--- src/rtl/fifo_status.sv ---
// fifo_status: single-clock show-ahead FIFO with level, almost-full/empty
// thresholds and sticky overflow/underflow flags.
//
// Handshake: a push is accepted on a rising edge when push && (!full || pop);
// a pop is accepted when pop && !empty. There is no back-pressure stall: a
// push that is not accepted is dropped and recorded in overflow, and a pop that
// is not accepted is ignored and recorded in underflow. read_data always shows
// the head word, and pop acknowledges that word.
module fifo_status #(
  parameter int WIDTH    = 8,
  parameter int DEPTH    = 16,
  parameter int AF_LEVEL = DEPTH - 2,
  parameter int AE_LEVEL = 2
) (
  input  logic                     clk,
  input  logic                     rst,
  input  logic                     push,
  input  logic                     pop,
  input  logic [WIDTH-1:0]         write_data,
  input  logic                     flush,
  input  logic                     clear_err,
  output logic [WIDTH-1:0]         read_data,
  output logic                     empty,
  output logic                     full,
  output logic                     almost_full,
  output logic                     almost_empty,
  output logic [$clog2(DEPTH):0]   level,
  output logic                     overflow,
  output logic                     underflow
);

  localparam int AW = $clog2(DEPTH);
  localparam int LW = AW + 1;

  logic [WIDTH-1:0] r_mem [DEPTH];
  logic [AW:0]      r_wr_ptr;
  logic [AW:0]      r_rd_ptr;
  logic [LW-1:0]    r_level;
  logic             r_overflow;
  logic             r_underflow;

  logic             w_full;
  logic             w_empty;
  logic             w_push_acc;
  logic             w_pop_acc;
  logic             w_ovf_set;
  logic             w_unf_set;
  logic             w_clear_all;

  // Pointer compare: same index with differing wrap bit means full.
  assign w_empty     = (r_wr_ptr == r_rd_ptr);
  assign w_full      = (r_wr_ptr[AW] != r_rd_ptr[AW]) &&
                       (r_wr_ptr[AW-1:0] == r_rd_ptr[AW-1:0]);

  // A pop frees a slot in the same edge, so a full FIFO still takes a push
  // when it is paired with a pop.
  assign w_push_acc  = push && (!w_full || pop);
  assign w_pop_acc   = pop && !w_empty;
  assign w_ovf_set   = push && w_full && !pop;
  assign w_unf_set   = pop && w_empty;
  assign w_clear_all = rst || flush;

  // Storage write; never reset, and suppressed by rst/flush so a discarded
  // push cannot leave a stale word behind.
  always_ff @(posedge clk) begin
    if (w_push_acc && !w_clear_all) begin
      r_mem[r_wr_ptr[AW-1:0]] <= write_data;
    end
  end

  // Pointer and level tracking; rst and flush both return to the empty state.
  always_ff @(posedge clk) begin
    if (w_clear_all) begin
      r_wr_ptr <= '0;
      r_rd_ptr <= '0;
      r_level  <= '0;
    end else begin
      if (w_push_acc) r_wr_ptr <= r_wr_ptr + 1'b1;
      if (w_pop_acc)  r_rd_ptr <= r_rd_ptr + 1'b1;
      case ({w_push_acc, w_pop_acc})
        2'b10:   r_level <= r_level + 1'b1;
        2'b01:   r_level <= r_level - 1'b1;
        default: r_level <= r_level;
      endcase
    end
  end

  // Sticky error flags; a new event wins over clear_err in the same cycle.
  always_ff @(posedge clk) begin
    if (w_clear_all) begin
      r_overflow  <= 1'b0;
      r_underflow <= 1'b0;
    end else begin
      if (w_ovf_set)      r_overflow <= 1'b1;
      else if (clear_err) r_overflow <= 1'b0;
      if (w_unf_set)      r_underflow <= 1'b1;
      else if (clear_err) r_underflow <= 1'b0;
    end
  end

  assign read_data    = r_mem[r_rd_ptr[AW-1:0]];
  assign empty        = w_empty;
  assign full         = w_full;
  assign level        = r_level;
  assign almost_full  = (r_level >= LW'(AF_LEVEL));
  assign almost_empty = (r_level <= LW'(AE_LEVEL));
  assign overflow     = r_overflow;
  assign underflow    = r_underflow;

endmodule
--- config.mk ---
export PLATFORM = sky130hd
export DESIGN_NAME = fifo_status
export DESIGN_NICKNAME = d
export VERILOG_FILES = /design/src/rtl/fifo_status.sv
export SDC_FILE = /design/constraint.sdc
export NUM_CORES = 1
export LEC_CHECK = 0
export ABC_AREA = 0
export CORE_UTILIZATION = 35
export CTS_BUF_LIST = sky130_fd_sc_hd__clkbuf_4
export DETAILED_ROUTE_END_ITERATION = 7
export PLACE_DENSITY = 0.64
export SYNTH_ARGS = -nofsm -noshare
export SYNTH_HDL_FRONTEND = slang
export SYNTH_SLANG_ARGS = --single-unit
--- constraint.sdc ---
create_clock -name clk -period 2.8 [get_ports clk]
set_input_delay 0.28 -clock clk [delete_from_list [all_inputs] [get_ports clk]]
set_output_delay 0.28 -clock clk [all_outputs]
set_load 0.02 [all_outputs]
==> flow_summary_export.csv <==
group,metric,value,unit
status,status,"complete, no violations",
yosys,synth_cell_type_count,38,
yosys,syn-num-nets,338,
placement,dp_hpwl,7340,um
routing,wl,12400,um
grt,grt_max_degree,33,
clock_tree,clk_pin_slew_worst_paths,0.12,ns
clock_tree,cts_sinks,149,
routing,drtIter0Drc,425,
finish,syn_to_final_growth,16.7,%
floorplanning,die_height,134,um
routing,avgViaCountPerCell,5.14,
grt,grt_pass1_vias,3224,
yosys,netlist.area_leader.share,0.632,
grt,grt_overflow_total,0,
routing,drtAntennaViolNets,0,
sta,hold_viol_final,0,
pwr,switchingPower,0.890,mW
pwr,switching_share,0.226,
min_path,worst_hold_startpoint,"push",
sta,fin_crit,2.69,ns
routing,avgRoutedWirePerCell,20.4,um
yosys,async_flop_share,0,
setup_path,end_kind,"output port",
sta,worst_slew_pin_slew,0.640,ns
placement,dpl_cell_area,6710,um^2
grt,grt_util_all_layers,0.149,
routing,dr_total_vias,3120,
sta,tns,0,ns
sta,post-route-period-util,0.961,
floorplanning,initial_utilization,0.363,
finish,antenna_cells,0,
yosys,ys_seq_area_frac,0.702,
routing,drcViolationCount,0,
yosys,syn_inst,314,
yosys,synth_most_common_cell,"edfxtp_1",
finish,multi_input_area,1700,um^2
clock_tree,cts_tree,"done",
yosys,synth.yosys.warnings,0,
finish,drive_gt1_frac,0.271,
routing,drt-pass1-iter-count,4,
pwr,p_int,3.05,mW
grt,antenna_found_initial,0,
setup_path,worstPathCellList,"buf_12, buf_16, mux4_2, mux4_2, buf_2",
setup_path,cp_slowest_cell,"mux4_2",
clock_tree,cts_htree_levels,4,
placement,place.gp.congestion,0.760,
floorplanning,num_rows,47,
grt,grt_pass1_wl,19100,um
placement,io_buffers,32,
yosys,syn_area,6080,um^2
yosys,avgSynthCellArea,19.4,um^2
setup_path,ff2ff_setup_slack,0.21,ns
sta,finClkSkew,0.0264,ns
yosys,yosysTopAreaCell,"edfxtp_1",
pwr,peakVddDrop,0.237,mV
clock_tree,root_buffer,"clkbuf_4",
pwr,seq_power_share,0.615,
min_path,hold_class,"in -> reg",
setup_path,worstPathArrival,2.41,ns
sta,setup_viol,0,
setup_path,cp-start-kind,"register",
pwr,clock_power_share,0.340,
floorplanning,die_area,17900,um^2
setup_path,max_stage_delay,0.52,ns
setup_path,rr_startpoint,"r_wr_ptr[1]",
floorplanning,die_x,134,um
finish,design_area,7090,um^2
setup_path,required,2.52,ns
yosys,synth_edf_count,128,
flow_run,maxCapViolCount,0,
sta,fmax,372,MHz
pwr,p_leak,2.36,nW
yosys,synthTopCellsByArea,"edfxtp_1 63%, mux4_2 9.6%, dfxtp_1 6.9%",
clock_tree,cts_inserted_buffers,17,
sta,slew_violations,0,
pwr,power_frac_comb,0.045,
floorplanning,io-pin-count,33,
setup_path,cp_common_cell,"mux4_2",
yosys,synth_top_flop_cell,"edfxtp_1",
finish,regArea,4270,um^2
yosys,netlist_top_cells_count,"128 x edfxtp_1, 26 x mux4_2, 21 x dfxtp_1, 17 x nor2_1",
finish,layout.nets,398,
yosys,synth-seq-cells,149,
setup_path,crit_fanout,8,
finish,fillers,1489,
floorplanning,core_area,16800,um^2
setup_path,crit_type,"reg -> out",
clock_tree,clock_path_buffers,2,
pwr,p_per_area,555,nW/um^2
clock_tree,cts_hold_buf,0,
sta,slew_headroom,0.573,
clock_tree,clk_latency,0.52,ns
==> routing by layer <==
| metal | track usage | wire (um) | part of all wire |
|---|---|---|---|
| met1 | 0.195 | 5420 | 0.44 |
| met4 | 0.0448 | 206 | 0.017 |
| met5 | 0 | 0 | 0 |
| met3 | 0.0476 | 734 | 0.059 |
| met2 | 0.237 | 6020 | 0.49 |
==> area by class of cell <==
type                       count  share of cell area
clock inverter                14              0.0212
clock buffer                  18              0.0191
multi-input combinational    144               0.240
timing repair buffer          56              0.0748
sequential                   149               0.603
inverter                       6             0.00318
tap                          220              0.0388
==> worst max-delay path: cells and delay by family, from the launching register on <==
family / cells / cell delay (ns)
mux: 2 / 1.03
flops: 1 / 0.43
buf+inv: 3 / 0.43
==> through the flow <==
| step | power [mW] | hold slack, ns | instances | worst slack, ns | utilization |
|---|---|---|---|---|---|
| 2_1_floorplan | 2.56 | 0.379 | 314 | 0.0507 | - |
| 5_1_grt | 4.09 | 0.376 | 607 | -0.0226 | 0.423 |
| 3_3_place_gp | 2.63 | 0.462 | 568 | 0.106 | 0.400 |
| 6_report | 3.94 | 0.414 | 607 | 0.110 | 0.423 |
| 3_5_place_dp | 2.64 | 0.474 | 568 | 0.0619 | 0.400 |
| 4_1_cts | 3.97 | 0.373 | 603 | 0.0130 | 0.420 |
==> worst paths after layout <==
check                       to  cells past startpoint
setup / recovery  read_data[3]                      5
hold / removal        overflow                      3
setup reg to reg      level[4]                     11
hold reg to reg       overflow                      2
==> kinds of logic (layout without fill, tap and decap cells) <==
kind of cell,Yosys count,count (layout),synth area share
AO/OA/AOI/OAI,21,21,0.0210
XOR/XNOR,15,15,0.0216
adder cells (fa/ha/maj),10,10,0.0218
buffers and inverters,21,94,0.0226
flip-flops,149,149,0.702
multiplexers,43,43,0.162
AND/OR/NAND/NOR,55,55,0.0494
==> power by group through the flow <==
| stage | Sequential, mW | Clock, mW | Combinational (mW) |
|---|---|---|---|
| after floorplan | 2.47 | 0 | 0.0826 |
| after global placement | 2.47 | 0 | 0.164 |
| after detailed placement | 2.47 | 0 | 0.170 |
| after CTS | 2.42 | 1.37 | 0.174 |
| after global routing | 2.42 | 1.47 | 0.192 |
| final | 2.42 | 1.34 | 0.176 |
==> placed cells by master, fill, tap and decap left out, types with 2 or more instances in the layout <==
cell             instances
nand4_1                  4
mux4_1                  13
xor2_1                   4
a21o_1                   3
inv_1                    6
xnor2_1                  7
buf_2                    8
and2_1                   4
dfxtp_2                  5
xnor2_2                  4
a21oi_1                 11
buf_12                   4
clkbuf_4                18
clkinv_2                 4
nor2_1                  17
clkinvlp_4               2
and3_1                  14
clkdlybuf4s50_1         24
ha_1                     8
mux2i_1                  3
bufinv_16                2
or3_1                    2
inv_6                    4
dfxtp_1                 15
edfxtp_1               128
buf_4                   19
o31ai_1                  2
nand3_1                  3
nand2_1                  3
mux4_2                  27
==> timing repair <==
action                     CTS  global route
pin swaps                    0             1
setup endpoints to repair    8             7
buffers inserted             1             5
gates resized for setup     35            12
cloned                       2             0
==> state kept, by name, indices dropped and copies added, names as in the netlist, named ones only <==
register	flops
r_mem	128
r_rd_ptr	5
level	5
underflow	1
r_wr_ptr	5
overflow	1
Note: power is estimated with default switching activity, not from simulation.
